==> config.mk <==
export PLATFORM = sky130hd
export DESIGN_NAME = ammo_loader_flat
export DESIGN_NICKNAME = d
export VERILOG_FILES = /design/src/rtl/ammo_loader_if.sv /design/src/rtl/ammo_loader.sv /design/src/flat_wrapper.sv
export SDC_FILE = /design/constraint.sdc
export NUM_CORES = 1
export LEC_CHECK = 0
export ABC_AREA = 1
export ABC_CLOCK_PERIOD_IN_PS = 5600
export BUFFER_PORTS_ARGS = -buffer_cell sky130_fd_sc_hd__buf_4
export CAP_MARGIN = 20
export CORE_ASPECT_RATIO = 0.5
export CORE_UTILIZATION = 58
export DETAILED_ROUTE_END_ITERATION = 7
export HOLD_SLACK_MARGIN = 0.08
export PLACE_DENSITY = 0.92
export SYNTH_ARGS = -nofsm -noshare
export SYNTH_HDL_FRONTEND = slang
export SYNTH_SLANG_ARGS = --single-unit
==> constraint.sdc <==
create_clock -name clk -period 5.6 [get_ports clk]
set_input_delay 0.28 -clock clk [delete_from_list [all_inputs] [get_ports clk]]
set_output_delay 0.28 -clock clk [all_outputs]
set_load 0.1 [all_outputs]
==> src/rtl/ammo_loader_if.sv <==
// Reload/restock bus between the ammo loader and its controller/weapon side.
// master drives requests and restock, slave (the loader) drives load outputs.
interface ammo_loader_if #(
    parameter int N  = 9,
    parameter int SW = 12
);
    logic          reload_req;
    logic [N-1:0]  ammo_level;
    logic          stock_add;
    logic [SW-1:0] stock_in;
    logic [N-1:0]  ammo_out;
    logic          loading;
    logic          busy;
    logic [SW-1:0] stock;
    logic          error;

    modport master (
        output reload_req, ammo_level, stock_add, stock_in,
        input  ammo_out, loading, busy, stock, error
    );

    modport slave (
        input  reload_req, ammo_level, stock_add, stock_in,
        output ammo_out, loading, busy, stock, error
    );
endinterface

==> src/rtl/ammo_loader.sv <==
// Magazine-to-weapon reloader: IDLE -> CALC (1) -> LOAD (LOAD_CYCLES) -> COOL (COOL_CYCLES) -> IDLE.
// No backpressure: reload requests while busy are dropped; restock is accepted every cycle.
module ammo_loader #(
    parameter int N           = 9,
    parameter int SW          = 12,
    parameter int MAX_AMMO    = 300,
    parameter int LOAD_CYCLES = 4,
    parameter int COOL_CYCLES = 2
) (
    input  logic         clk,
    input  logic         rst,
    ammo_loader_if.slave bus
);
    localparam int AW   = ((N > SW) ? N : SW) + 1;
    localparam int SW1  = SW + 1;
    localparam int CMAX = (LOAD_CYCLES > COOL_CYCLES) ? LOAD_CYCLES : COOL_CYCLES;
    localparam int CW   = $clog2(CMAX + 1);
    localparam logic [AW-1:0] MAX_W = AW'(MAX_AMMO);

    typedef enum logic [1:0] {
        S_IDLE = 2'd0,
        S_CALC = 2'd1,
        S_LOAD = 2'd2,
        S_COOL = 2'd3
    } state_t;

    state_t        r_state;
    state_t        w_state_nxt;
    logic [CW-1:0] r_cnt;
    logic [CW-1:0] w_cnt_nxt;
    logic          r_error;
    logic          w_error_nxt;
    logic          w_load_entry;
    logic [N-1:0]  r_ammo_out;
    logic [SW-1:0] r_stock;

    logic [AW-1:0]  w_level;
    logic [AW-1:0]  w_stock_x;
    logic [AW-1:0]  w_need;
    logic [AW-1:0]  w_amt;
    logic [AW-1:0]  w_target;
    logic           w_full;
    logic [SW1-1:0] w_stock_sum;
    logic [SW-1:0]  w_stock_nxt;

    // Transfer size is evaluated combinationally during CALC and committed on the LOAD-entry edge.
    assign w_level   = AW'(bus.ammo_level);
    assign w_stock_x = AW'(r_stock);
    assign w_full    = (w_level >= MAX_W);
    assign w_need    = w_full ? '0 : (MAX_W - w_level);
    assign w_amt     = (w_need < w_stock_x) ? w_need : w_stock_x;
    assign w_target  = w_full ? MAX_W : (w_level + w_amt);

    // amt never exceeds stock, so only the restock side can overflow.
    assign w_stock_sum = {1'b0, r_stock}
                       - (w_load_entry  ? SW1'(w_amt)          : '0)
                       + (bus.stock_add ? {1'b0, bus.stock_in} : '0);
    assign w_stock_nxt = w_stock_sum[SW] ? '1 : w_stock_sum[SW-1:0];

    always_comb begin
        w_state_nxt  = r_state;
        w_cnt_nxt    = r_cnt;
        w_error_nxt  = 1'b0;
        w_load_entry = 1'b0;
        case (r_state)
            S_IDLE: begin
                if (bus.reload_req && !w_full) begin
                    if (r_stock == '0) begin
                        w_error_nxt = 1'b1;
                    end else begin
                        w_state_nxt = S_CALC;
                    end
                end
            end
            S_CALC: begin
                w_state_nxt  = S_LOAD;
                w_cnt_nxt    = '0;
                w_load_entry = 1'b1;
            end
            S_LOAD: begin
                if (r_cnt == CW'(LOAD_CYCLES - 1)) begin
                    w_state_nxt = S_COOL;
                    w_cnt_nxt   = '0;
                end else begin
                    w_cnt_nxt = r_cnt + CW'(1);
                end
            end
            S_COOL: begin
                if (r_cnt == CW'(COOL_CYCLES - 1)) begin
                    w_state_nxt = S_IDLE;
                    w_cnt_nxt   = '0;
                end else begin
                    w_cnt_nxt = r_cnt + CW'(1);
                end
            end
            default: begin
                w_state_nxt = S_IDLE;
                w_cnt_nxt   = '0;
            end
        endcase
    end

    always_ff @(posedge clk) begin
        if (rst) begin
            r_state <= S_IDLE;
        end else begin
            r_state <= w_state_nxt;
        end
    end

    always_ff @(posedge clk) begin
        if (rst) begin
            r_cnt      <= '0;
            r_error    <= 1'b0;
            r_ammo_out <= '0;
            r_stock    <= '0;
        end else begin
            r_cnt   <= w_cnt_nxt;
            r_error <= w_error_nxt;
            r_stock <= w_stock_nxt;
            if (w_load_entry) begin
                r_ammo_out <= N'(w_target);
            end
        end
    end

    assign bus.ammo_out = r_ammo_out;
    assign bus.loading  = (r_state == S_LOAD);
    assign bus.busy     = (r_state != S_IDLE);
    assign bus.stock    = r_stock;
    assign bus.error    = r_error;
endmodule

==> src/flat_wrapper.sv <==
// flat-port wrapper written by rule: the top's interface ports become plain ports
module ammo_loader_flat 
#(
    parameter int N           = 9,
    parameter int SW          = 12,
    parameter int MAX_AMMO    = 300,
    parameter int LOAD_CYCLES = 4,
    parameter int COOL_CYCLES = 2
)
  (clk, rst, bus_reload_req, bus_ammo_level, bus_stock_add, bus_stock_in, bus_ammo_out, bus_loading, bus_busy, bus_stock, bus_error);
  ammo_loader_if #(.N(N), .SW(SW)) bus_i ();
  input  logic clk;
  input  logic rst;
  input wire logic [$bits(bus_i.reload_req)-1:0] bus_reload_req;
  input wire logic [$bits(bus_i.ammo_level)-1:0] bus_ammo_level;
  input wire logic [$bits(bus_i.stock_add)-1:0] bus_stock_add;
  input wire logic [$bits(bus_i.stock_in)-1:0] bus_stock_in;
  output wire logic [$bits(bus_i.ammo_out)-1:0] bus_ammo_out;
  output wire logic [$bits(bus_i.loading)-1:0] bus_loading;
  output wire logic [$bits(bus_i.busy)-1:0] bus_busy;
  output wire logic [$bits(bus_i.stock)-1:0] bus_stock;
  output wire logic [$bits(bus_i.error)-1:0] bus_error;
  assign bus_i.reload_req = bus_reload_req;
  assign bus_i.ammo_level = bus_ammo_level;
  assign bus_i.stock_add = bus_stock_add;
  assign bus_i.stock_in = bus_stock_in;
  assign bus_ammo_out = bus_i.ammo_out;
  assign bus_loading = bus_i.loading;
  assign bus_busy = bus_i.busy;
  assign bus_stock = bus_i.stock;
  assign bus_error = bus_i.error;
  ammo_loader #(.N(N), .SW(SW), .MAX_AMMO(MAX_AMMO), .LOAD_CYCLES(LOAD_CYCLES), .COOL_CYCLES(COOL_CYCLES)) u_core (.clk(clk), .rst(rst), .bus(bus_i));
endmodule
* Yosys cells after proc, flatten, opt, wreduce, memory -nomap -nowiden *
Cells that the tools add are included.

storage, ports and cells
  bits in registers = 27
  input bits = 25
  output and inout bits = 24
  word-level logic and storage cells = 47

operators by class
  add/subtract/negate cells = 5
  $lt $le $gt $ge = 2
  equality and inequality tests = 9
  mux-type cells = 16
  bitwise operators = 2
  reduce and logical (&&, ||, !) cells = 8

operator list
  kind                    count
  $mux W13                3
  $mux W12                2
  $add A13 B13 Y13        1
  $lt A13 B12 Y1          1
  $sub A12 B13 Y13        1
  $logic_not A12 Y1       1
  $sub A9 B9 Y10 const A  1
  $add A9 B9 Y9           1
  $ge A9 B9 Y1 const B    1
  $mux W9                 1
  $pmux W3 S3             1
  $mux W2                 4
  $pmux W2 S4             1
  $mux W3                 2
  $ne A2 B1 Y1 const B    3
  $eq A2 B2 Y1 const B    2
  $reduce_and A4 Y1       1
  $add A3 B1 Y3 const B   1
  $eq A3 B1 Y1 const B    1
  $eq A3 B2 Y1 const B    1
  $reduce_bool A3 Y1      1
  $reduce_or A3 Y1        1
  $eq A2 B1 Y1 const B    1
  $logic_not A2 Y1        1
  other kinds (6)         8

* Depth between registers and ports, before layout *
Gate-level depths: netlist of run 1.

  depth after elaboration = 8
  gate-level depth with buffers = 37
  mapped depth without buffers = 36

* Least setup slack after synthesis of run 1 *
OpenSTA, ideal clock, no wires.

  path kind = reg2reg
  from = reg u_core.r_stock[8] (netlist: u_core.bus.stock[8])
  to = reg u_core.r_stock[9] (netlist: u_core.bus.stock[9])
  setup time = 0.132 ns
  data arrival time = 4.327 ns
  data required time = 5.468 ns
  setup slack = 1.141 ns
  stages on the path, launching flop included = 20
  clock period less this slack = 4.459 ns
  path through = dfxtp_1 inv_1 ha_1 a21oi_1 o21ai_0 a21oi_1 nand2_4 buf_6 nand2_1 o21a_1 nor2_1 fa_1 inv_1 ha_1 a21oi_1 a21boi_0 o21ai_0 a21oi_1 xor2_1 a21oi_1

on the way
  cells in the longest elaborated chain, start to end = 6

ends and longest elaborated chain
  what                      line                RTL
  start: declaration        ammo_loader.sv:35   logic [SW-1:0] r_stock;
  start signal: assignment  ammo_loader.sv:120  r_stock <= w_stock_nxt;
  $lt A13 B12 Y1            ammo_loader.sv:51   assign w_amt = (w_need < w_stock_x) ? w_need : w_stock_x;
  $mux W13                  ammo_loader.sv:51
  $mux W13                  ammo_loader.sv:56   - (w_load_entry ? SW1'(w_amt) : '0)
  $sub A12 B13 Y13 *        ammo_loader.sv:56
  $add A13 B13 Y13 *        ammo_loader.sv:57   + (bus.stock_add ? {1'b0, bus.stock_in} : '0);
  $mux W12 *                ammo_loader.sv:58   assign w_stock_nxt = w_stock_sum[SW] ? '1 : w_stock_sum[SW-1:0];

Mark *: on every way between the ends. The rest lies on a longest branch, timed or not.
A chain may end at the register's enable or synchronous reset.

* Worst setup path after layout of run 1 *
  from = in bus_ammo_level[1]
  to = reg u_core.r_stock[1] (netlist: u_core.bus.stock[1])

on the way
  cells in the longest elaborated chain, start to end = 8
  elaborated cells on any way between the ends = 9

ends and longest elaborated chain
  what                                            line                                  RTL
  start: declaration                              flat_wrapper.sv:15                    input wire logic [$bits(bus_i.ammo_level)-1:0] bus_ammo_level;
  $sub A9 B9 Y10 or $ge A9 B9 Y1 (tied branches)  ammo_loader.sv:50, ammo_loader.sv:49
  $mux W13 *                                      ammo_loader.sv:50                     assign w_need = w_full ? '0 : (MAX_W - w_level);
  $lt A13 B12 Y1                                  ammo_loader.sv:51
  $mux W13 *                                      ammo_loader.sv:51
  $mux W13 *                                      ammo_loader.sv:56
  $sub A12 B13 Y13 *                              ammo_loader.sv:56
  $add A13 B13 Y13 *                              ammo_loader.sv:57
  $mux W12 *                                      ammo_loader.sv:58

Marks and branches as above.

==> results.toml, run 1 <==
[timing]
rsz0062_at_grt = "no"
finalCritPeriodShare_pct = 90.45
max_freq_mhz = 197.4
clock-skew-final_ns = 0.003584
slew_viol_final = 0
layout_min_cycle_time_ns = 5.065
hold_viol_final = 0
setup_tns_ns = 0
setup_viol = 0
relSlewSlack_pct = 60.48
tightest_slew_ns = 0.5874

[clock_network]
h-tree-depth = 1
cts_hold_buffers = 0
clkSinkCount = 27
cts_root_buf = "clkbuf_8"
cts.reportedPaths.clkPinSlew_ns = 0.10
cts_setup_buffers = 0
cts_tree = "built"
cts-resized-gates = 0
clock_latency_ns = 0.28
numCtsBuffers = 3
cts_buffer_depth = 2

[setup_path]
start_kind = "primary input"
arrival_ns = 5.30
cp-endpoint = "u_core.bus.stock[1]$_SDFF_PP0_"
crit_top_cell = "nand2_1"
required_ns = 5.83
r2r_slack_ns = 1.27
slowest_delay_ns = 0.51
crit_fanout = 11
r2r_start = "u_core.bus.stock[10]$_SDFF_PP0_"
r2r_cells = 23
critPathKind = "primary input to flip-flop"
cp_slowest_cell = "fa_1"
crit_start = "bus_ammo_level[1]"
endpoint_kind = "flip-flop"
reg2reg_to = "u_core.bus.stock[1]$_SDFF_PP0_"

[layout]
layout.nets = 564
layout-drive-gt1-share_pct = 13.87
layout-area-overhead-vs-synth_pct = 15.81
n_antenna_cell = 0

[die]
initial_core_util_pct = 60.68
dieArea_um2 = 5493
fp.dieH_um = 52.91
row_count = 18
io_pins = 49
die_x_um = 103.8
core-area_um2 = 4955

[drt]
finalWirelength_um = 7149
drt-initial-drc-count = 176
dr.pass1.iters = 4
detail-route-antenna-nets = 0
post-route-drc-count = 0
vias = 2897
routedWlPerCell_um = 12.93
routed_via_density = 5.239

[logic_synthesis]
synthCells = 434
synth-xor-area-share_pct = 4.661
synth-adder-area-share_pct = 26.13
synth_seq_cells = 27
syn_area_um2 = 3007
synth_compound_area_share_pct = 16.98
synth_mux_area_share_pct = 0
synthSimpleGateAreaFrac_pct = 21.10
syn_area_per_cell_um2 = 6.928
ys_warn_count = 0
synth_top_family_by_area = "adder cells"
synth-seq-area-share_pct = 17.98
yosysUniqueCellTypes = 39

[global_routing]
grt_max_degree = 16
grt.busiest_layer = "met2"
use_met3_pct = 4.310
grt_pass1_vias = 2628
gr-usage-met2_pct = 46.56
grt_use_met1_pct = 36.38
antenna_found_initial = 0
grt_remaining_overflow = 0
grt_pass1_wl_um = 11830
grt_usage_pct = 27.25

[worst_hold_path]
min_path_type = "primary input to flip-flop"

[place]
routabilityCongestion = 0.9348
hpwlAfterDp_um = 5770
port_buffers = 48

[run_status]
status = "finished, final reports clean"

[run]
maxCapViolCount = 0
Yosys cell counts, drive strengths merged:
| cell | number | area (um^2) |
|---|---|---|
| a211o | 1 | 8.760 |
| a211oi | 2 | 20.02 |
| a21boi | 1 | 7.510 |
| a21o | 3 | 22.52 |
| a21oi | 38 | 190.2 |
| a31o | 1 | 8.760 |
| a31oi | 3 | 18.77 |
| and2 | 5 | 31.28 |
| buf | 1 | 11.26 |
| clkbuf | 4 | 15.01 |
| clkinv | 2 | 12.51 |
| conb | 1 | 3.750 |
| dfxtp | 27 | 540.5 |
| fa | 13 | 260.3 |
| ha | 42 | 525.5 |
| inv | 94 | 352.8 |
| nand2 | 81 | 319.1 |
| nand3 | 23 | 120.1 |
| nand3b | 1 | 7.510 |
| nand4 | 6 | 37.54 |
| nor2 | 23 | 91.34 |
| nor3 | 3 | 15.01 |
| nor4 | 1 | 6.260 |
| o211ai | 2 | 15.01 |
| o21a | 2 | 15.01 |
| o21ai | 35 | 186.4 |
| o221ai | 2 | 17.52 |
| or2 | 1 | 6.260 |
| xnor2 | 4 | 35.03 |
| xor2 | 12 | 105.1 |
routing by layer:
metal / wire length (um) / share of wire (%) / up-vias
li1: - / - / 1482
met5: 0 / 0 / -
met4: 79 / 1.1 / 0
met3: 456 / 6.4 / 12
met1: 3333 / 47 / 1317
met2: 3280 / 46 / 86
per-stage QoR:
stage / area [um^2] / instances / hold WS (ns) / util (%) / setup slack, ns
after floorplan: 3014 / 436 / 0.3530 / - / 1.141
final: 3482 / 553 / 0.2585 / 70.28 / 0.5351
after global routing: 3482 / 553 / 0.2714 / 70.28 / 0.1022
after detailed placement: 3436 / 549 / 0.4590 / 69.34 / 0.3762
after global placement: 3436 / 549 / 0.4539 / 69.34 / 0.5508
after CTS: 3482 / 553 / 0.2533 / 70.28 / 0.5909
cells in the final DEF, fill, tap and decap left out, drive strengths merged, types with 2 or more instances in the layout:
cell,instances
a211oi,2
a21o,3
a21oi,38
a31oi,3
and2,5
buf,48
clkbuf,3
clkinv,3
conb,3
dfxtp,27
fa,13
ha,42
inv,94
nand2,81
nand3,23
nand4,6
nor2,23
nor3,3
o211ai,2
o21a,2
o21ai,35
o221ai,2
xnor2,4
xor2,12
sequential cells by signal (all words and copies together) (netlist names):
signal	count
u_core.bus.ammo_out	9
u_core.bus.stock	12
u_core.bus.error	1
u_core.r_cnt	3
u_core.r_state	2
cell families (layout without fill, tap and decap cells):
logic type,after synthesis,count (layout)
AOI/OAI and AO/OA,90,90
xor gates and xnor gates,16,16
adders and majority gates,55,55
buffers and inverters,101,148
DFF,27,27
other,1,3
and+or+nand+nor,144,144
critical path, delay by kind of cell:
kind                       cells  cell delay, ns
and+or+nand+nor               16            1.83
buffers and inverters         10            0.93
adders and majority gates      4            1.47
AOI/OAI and AO/OA              4            0.78
worst min-delay path by stage:
stage | startpoint | end | slack (ns) | depth (start not counted)
after CTS | bus_reload_req | u_core.bus.error$_SDFF_PP0_ | 0.25 | 3
final | bus_reload_req | u_core.bus.error$_SDFF_PP0_ | 0.26 | 3
after global placement | u_core.bus.ammo_out[4]$_SDFFE_PP0P_ | u_core.bus.ammo_out[4]$_SDFFE_PP0P_ | 0.45 | 2
after floorplan | rst | u_core.r_state[0]$_SDFFE_PP0P_ | 0.35 | 1
after global routing | rst | u_core.bus.ammo_out[4]$_SDFFE_PP0P_ | 0.27 | 2
after detailed placement | u_core.bus.ammo_out[4]$_SDFFE_PP0P_ | u_core.bus.ammo_out[4]$_SDFFE_PP0P_ | 0.46 | 2
area by class of cell:
cell class,count,area [um^2]
Multi-Input combinational cell,308,2082
Inverter,96,365.4
Clock buffer,3,41.29
Fill cell,393,1473
Clock inverter,1,5.005
Timing Repair Buffer,48,360.3
Tap cell,70,87.58
Sequential cell,27,540.5
Power of run 1 is left out: the tool's default activity adds up to more than one toggle a clock period on the data nets, which glitch-free logic cannot reach.
==> inputs of run 2 (changes only) <==
--- a/config.mk
+++ b/config.mk
@@ -6,14 +6,15 @@
 export NUM_CORES = 1
 export LEC_CHECK = 0
 export ABC_AREA = 1
-export ABC_CLOCK_PERIOD_IN_PS = 5600
+export ABC_CLOCK_PERIOD_IN_PS = 5300
 export BUFFER_PORTS_ARGS = -buffer_cell sky130_fd_sc_hd__buf_4
 export CAP_MARGIN = 20
 export CORE_ASPECT_RATIO = 0.5
-export CORE_UTILIZATION = 58
+export CORE_UTILIZATION = 59
+export CTS_BUF_LIST = sky130_fd_sc_hd__clkbuf_8
 export DETAILED_ROUTE_END_ITERATION = 7
 export HOLD_SLACK_MARGIN = 0.08
-export PLACE_DENSITY = 0.92
+export PLACE_DENSITY = 0.93
 export SYNTH_ARGS = -nofsm -noshare
 export SYNTH_HDL_FRONTEND = slang
 export SYNTH_SLANG_ARGS = --single-unit
==> constraint.sdc (replaced) <==
create_clock -name clk -period 5.3 [get_ports clk]
set_input_delay 0.265 -clock clk [delete_from_list [all_inputs] [get_ports clk]]
set_output_delay 0.265 -clock clk [all_outputs]
set_load 0.1 [all_outputs]
==> run 2 against run 1 <==
Against the previous run:
- via count up 2.6%
- sequential cell count stayed put
- wire length rose by 5.4%
- clock-buffer cell count is the same
- hold slack worse by 0.019 ns
- non-clock buffer count unchanged
- cell count is 0.72% lower
- first-iteration DRC count is 27% higher
- worst setup slack got worse by 0.080 ns
- critical path type unchanged
- critical endpoint is now u_core.bus.stock[9]$_SDFF_PP0_
- largest cell class unchanged
==> results.toml, run 2 (synthesis gave the netlist of run 1 again) <==
[run_status]
status = "finished, final reports clean"

[timing]
tightest_slew_ns = 0.5778
relSlewSlack_pct = 61.13
rsz0062_at_grt = "no"
layout_min_cycle_time_ns = 4.845
setup_viol = 0
clock-skew-final_ns = 0.007459
hold_viol_final = 0
setup_tns_ns = 0
max_freq_mhz = 206.4
slew_viol_final = 0
finalCritPeriodShare_pct = 91.41

[worst_hold_path]
hold_end = "u_core.bus.error$_SDFF_PP0_"
hold_depth = 3
worstHoldStart = "bus_reload_req"
min_path_type = "primary input to flip-flop"

[setup_path]
endpoint_kind = "flip-flop"
arrival_ns = 5.06
critPathKind = "primary input to flip-flop"
crit_top_cell = "nand2_1"
cp_slowest_cell = "fa_1"
r2r_cells = 20
crit_fanout = 11
r2r_slack_ns = 1.16
slowest_delay_ns = 0.51
required_ns = 5.51
r2r_start = "u_core.bus.stock[8]$_SDFF_PP0_"
reg2reg_to = "u_core.bus.stock[9]$_SDFF_PP0_"
crit_start = "bus_ammo_level[1]"
start_kind = "primary input"

[layout]
largest_reg_flops = 12
n_antenna_cell = 0
layout.nets = 564
layout-drive-gt1-share_pct = 14.29
final_cell_mix = "inv_1 (92), nand2_1 (76), buf_4 (48)"
layout_commonest_cell = "inv_1"
fill_cells = 355
layout-area-overhead-vs-synth_pct = 15.86

[clock_network]
cts_root_buf = "clkbuf_8"
numCtsBuffers = 3
cts.reportedPaths.clkPinSlew_ns = 0.10
clkSinkCount = 27
clock_latency_ns = 0.28
cts_tree = "built"
cts_buffer_depth = 2
h-tree-depth = 1

[drt]
vias = 2973
finalWirelength_um = 7535
routedWlPerCell_um = 13.72
dr.pass1.iters = 5
drt-initial-drc-count = 223
routed_via_density = 5.415
post-route-drc-count = 0
detail-route-antenna-nets = 0

[global_routing]
grt_usage_pct = 30.41
antenna_found_initial = 0
grt_remaining_overflow = 0
grt_pass1_wl_um = 12440
grt_max_degree = 16
grt_pass1_vias = 2717

[die]
fp.dieH_um = 52.48
dieArea_um2 = 5403
initial_core_util_pct = 64.84
io_pins = 49
row_count = 17
die_x_um = 103.0
core-area_um2 = 4637

[run]
maxCapViolCount = 0

[place]
routabilityCongestion = 0.9626
port_buffers = 48
hpwlAfterDp_um = 6136
==> run 2: worst max path at each step <==
stage / depth (start not counted) / to / slack (ns)
4_1_cts: 32 / u_core.bus.stock[9]$_SDFF_PP0_ / 0.38
2_1_floorplan: 19 / u_core.bus.stock[9]$_SDFF_PP0_ / 0.84
5_1_grt: 31 / u_core.bus.stock[9]$_SDFF_PP0_ / 0.06
3_3_place_gp: 34 / u_core.bus.stock[1]$_SDFF_PP0_ / 0.32
3_5_place_dp: 32 / u_core.bus.stock[9]$_SDFF_PP0_ / 0.08
6_report: 31 / u_core.bus.stock[9]$_SDFF_PP0_ / 0.46
==> run 2: per-layer routing <==
layer	GRT usage, %	share of wire, %	vias to the layer above
met5	0	0	-
met4	6.338	1.1	0
met1	40.66	44	1346
met2	51.78	46	128
li1	-	-	1483
met3	5.467	8.5	16
==> run 2: repair_timing <==
item | CTS | global route
hold buffers | 0 | 0
resized for setup | 0 | 3
setup buffers | 0 | 0
endpoints found under the setup margin | 0 | 5
==> run 2: critical path, delay by kind of cell <==
family,cells,cell delay [ns]
fa+ha+maj,4,1.47
buf+inv,9,0.84
simple gates,15,1.88
compound gates,3,0.62
==> run 2: area by class of cell <==
cell class | instances | area, um^2 | area share, %
repair buffers | 48 | 360.3 | 10.34
flip-flops and latches | 27 | 540.5 | 15.52
inverters | 96 | 365.4 | 10.49
multi-input cells | 308 | 2088 | 59.95
well taps | 66 | 82.58 | 2.371
clock inverters | 1 | 5.005 | 0.1437
clock buffers | 3 | 41.29 | 1.185
==> run 2: through the flow <==
stage | instances | setup slack [ns] | utilization (%) | cell area, um^2 | hold slack [ns]
detailed placement | 545 | 0.07730 | 73.99 | 3431 | 0.4588
global route | 549 | 0.05593 | 75.12 | 3483 | 0.2469
floorplan | 436 | 0.8408 | - | 3014 | 0.3380
finish | 549 | 0.4555 | 75.12 | 3483 | 0.2395
global placement | 545 | 0.3199 | 73.99 | 3431 | 0.4560
CTS | 549 | 0.3766 | 74.99 | 3477 | 0.2391
Power of run 2 is left out for the same reason.
==> inputs of run 3 (changes only) <==
--- a/config.mk
+++ b/config.mk
@@ -14,6 +14,7 @@
 export CTS_BUF_LIST = sky130_fd_sc_hd__clkbuf_8
 export DETAILED_ROUTE_END_ITERATION = 7
 export HOLD_SLACK_MARGIN = 0.08
+export MAX_ROUTING_LAYER = met4
 export PLACE_DENSITY = 0.93
 export SYNTH_ARGS = -nofsm -noshare
 export SYNTH_HDL_FRONTEND = slang
==> run 3 against run 2 <==
Against the previous run:
- clock skew up 0.0018 ns
- utilization unchanged
- clock-buffer cell count unchanged
- sequential cell count unchanged
- critical path type unchanged
- first-iteration DRC count down 9.9%
- cell area unchanged
- non-clock buffer count unchanged
==> results.toml, run 3 (synthesis gave the netlist of run 1 again) <==
[run_status]
status = "finished, final reports clean"

[die]
row_count = 17
initial_core_util_pct = 64.84
io_pins = 49
fp.dieH_um = 52.48
dieArea_um2 = 5403
die_x_um = 103.0
core-area_um2 = 4637

[setup_path]
cp_slowest_cell = "fa_1"
required_ns = 5.54
crit_fanout = 11
endpoint_kind = "flip-flop"
critPathKind = "primary input to flip-flop"
slowest_delay_ns = 0.50
arrival_ns = 5.13
crit_top_cell = "nand2_1"
start_kind = "primary input"

[drt]
post-route-drc-count = 0
drt-initial-drc-count = 201
detail-route-antenna-nets = 0
routed_via_density = 5.588
routedWlPerCell_um = 13.68
dr.pass1.iters = 5
vias = 3068
finalWirelength_um = 7510

[timing]
rsz0062_at_grt = "no"
hold_ws_ns = 0.2578
max_freq_mhz = 204.5
hold_viol_final = 0
setup_tns_ns = 0
clock-skew-final_ns = 0.009245
setup_viol = 0
layout_min_cycle_time_ns = 4.889
relSlewSlack_pct = 57.09
tightest_slew_ns = 0.6378
slew_viol_final = 0
finalCritPeriodShare_pct = 92.25

[clock_network]
numCtsBuffers = 3
cts_root_buf = "clkbuf_8"
cts.reportedPaths.clkPinSlew_ns = 0.10
h-tree-depth = 1
cts_setup_buffers = 0
clkSinkCount = 27
cts_tree = "built"
clock_latency_ns = 0.28
cts_buffer_depth = 2

[layout]
layout-area-overhead-vs-synth_pct = 15.86
n_antenna_cell = 0
final_cell_mix = "inv_1 (92), nand2_1 (76), buf_4 (48)"
largest_reg_flops = 12
layout.nets = 564
layout_commonest_cell = "inv_1"
layout-drive-gt1-share_pct = 14.29
stdcell_count = 549

[global_routing]
grt_max_degree = 16
grt_pass1_vias = 2809
antenna_found_initial = 0
grt_remaining_overflow = 0
grt_pass1_wl_um = 12460
grt_usage_pct = 31.26

[place]
hpwlAfterDp_um = 6014
routabilityCongestion = 0.9828
port_buffers = 48
dp_cells = 545

[run]
maxCapViolCount = 0

[worst_hold_path]
min_path_type = "primary input to flip-flop"
run 3: cell types whose count changed in the layout (fill, tap and decap cells not counted):
cell	before	now
a21boi_1	1	0
a21boi_0	0	1
run 3: final cells by class:
| type | instances | area [um^2] |
|---|---|---|
| clock buffer | 3 | 41.29 |
| clock inverter | 1 | 5.005 |
| fill | 348 | 1154 |
| inverter | 96 | 365.4 |
| multi-input combinational | 308 | 2088 |
| sequential | 27 | 540.5 |
| tap | 66 | 82.58 |
| timing repair buffer | 48 | 360.3 |
run 3: critical path, delay by kind of cell:
kind | cells | cell delay (ns)
AND/OR/NAND/NOR | 15 | 1.62
AO/OA/AOI/OAI | 4 | 0.85
adder cells (fa/ha/maj) | 4 | 1.46
buffers and inverters | 10 | 0.90
run 3: through the flow:
stage	area [um^2]	setup WS (ns)	util, %
6_report	3483	0.4110	75.12
5_1_grt	3483	0.03223	75.12
4_1_cts	3477	0.3438	74.99
3_5_place_dp	3431	0.09107	73.99
3_3_place_gp	3431	0.3131	73.99
2_1_floorplan	3014	0.8408	-
run 3: path summary, 6_finish.rpt:
kind,startpoint,endpoint,slack [ns],cells past startpoint
worst max register to register,u_core.bus.stock[8]$_SDFF_PP0_,u_core.bus.stock[1]$_SDFF_PP0_,1.12,23
worst max-delay path,bus_ammo_level[1],u_core.bus.stock[1]$_SDFF_PP0_,0.41,33
worst min register to register,u_core.bus.ammo_out[1]$_SDFFE_PP0P_,u_core.bus.ammo_out[1]$_SDFFE_PP0P_,0.47,2
worst min-delay path,bus_reload_req,u_core.bus.error$_SDFF_PP0_,0.26,3
run 3: metal layers:
| layer | track usage (%) | wire [um] | up-vias |
|---|---|---|---|
| met1 | 40.02 | 3414 | 1427 |
| li1 | - | - | 1489 |
| met2 | 51.00 | 3454 | 125 |
| met3 | 5.733 | 481 | 27 |
| met4 | 9.390 | 159 | 0 |
| met5 | - | 0 | - |
run 3: what timing repair did:
| item | 4_1_cts | 5_1_grt |
|---|---|---|
| hold buffers | 0 | 0 |
| endpoints found under the setup margin | 0 | 7 |
| gates resized for setup | 0 | 2 |
Power of run 3 is left out for the same reason.
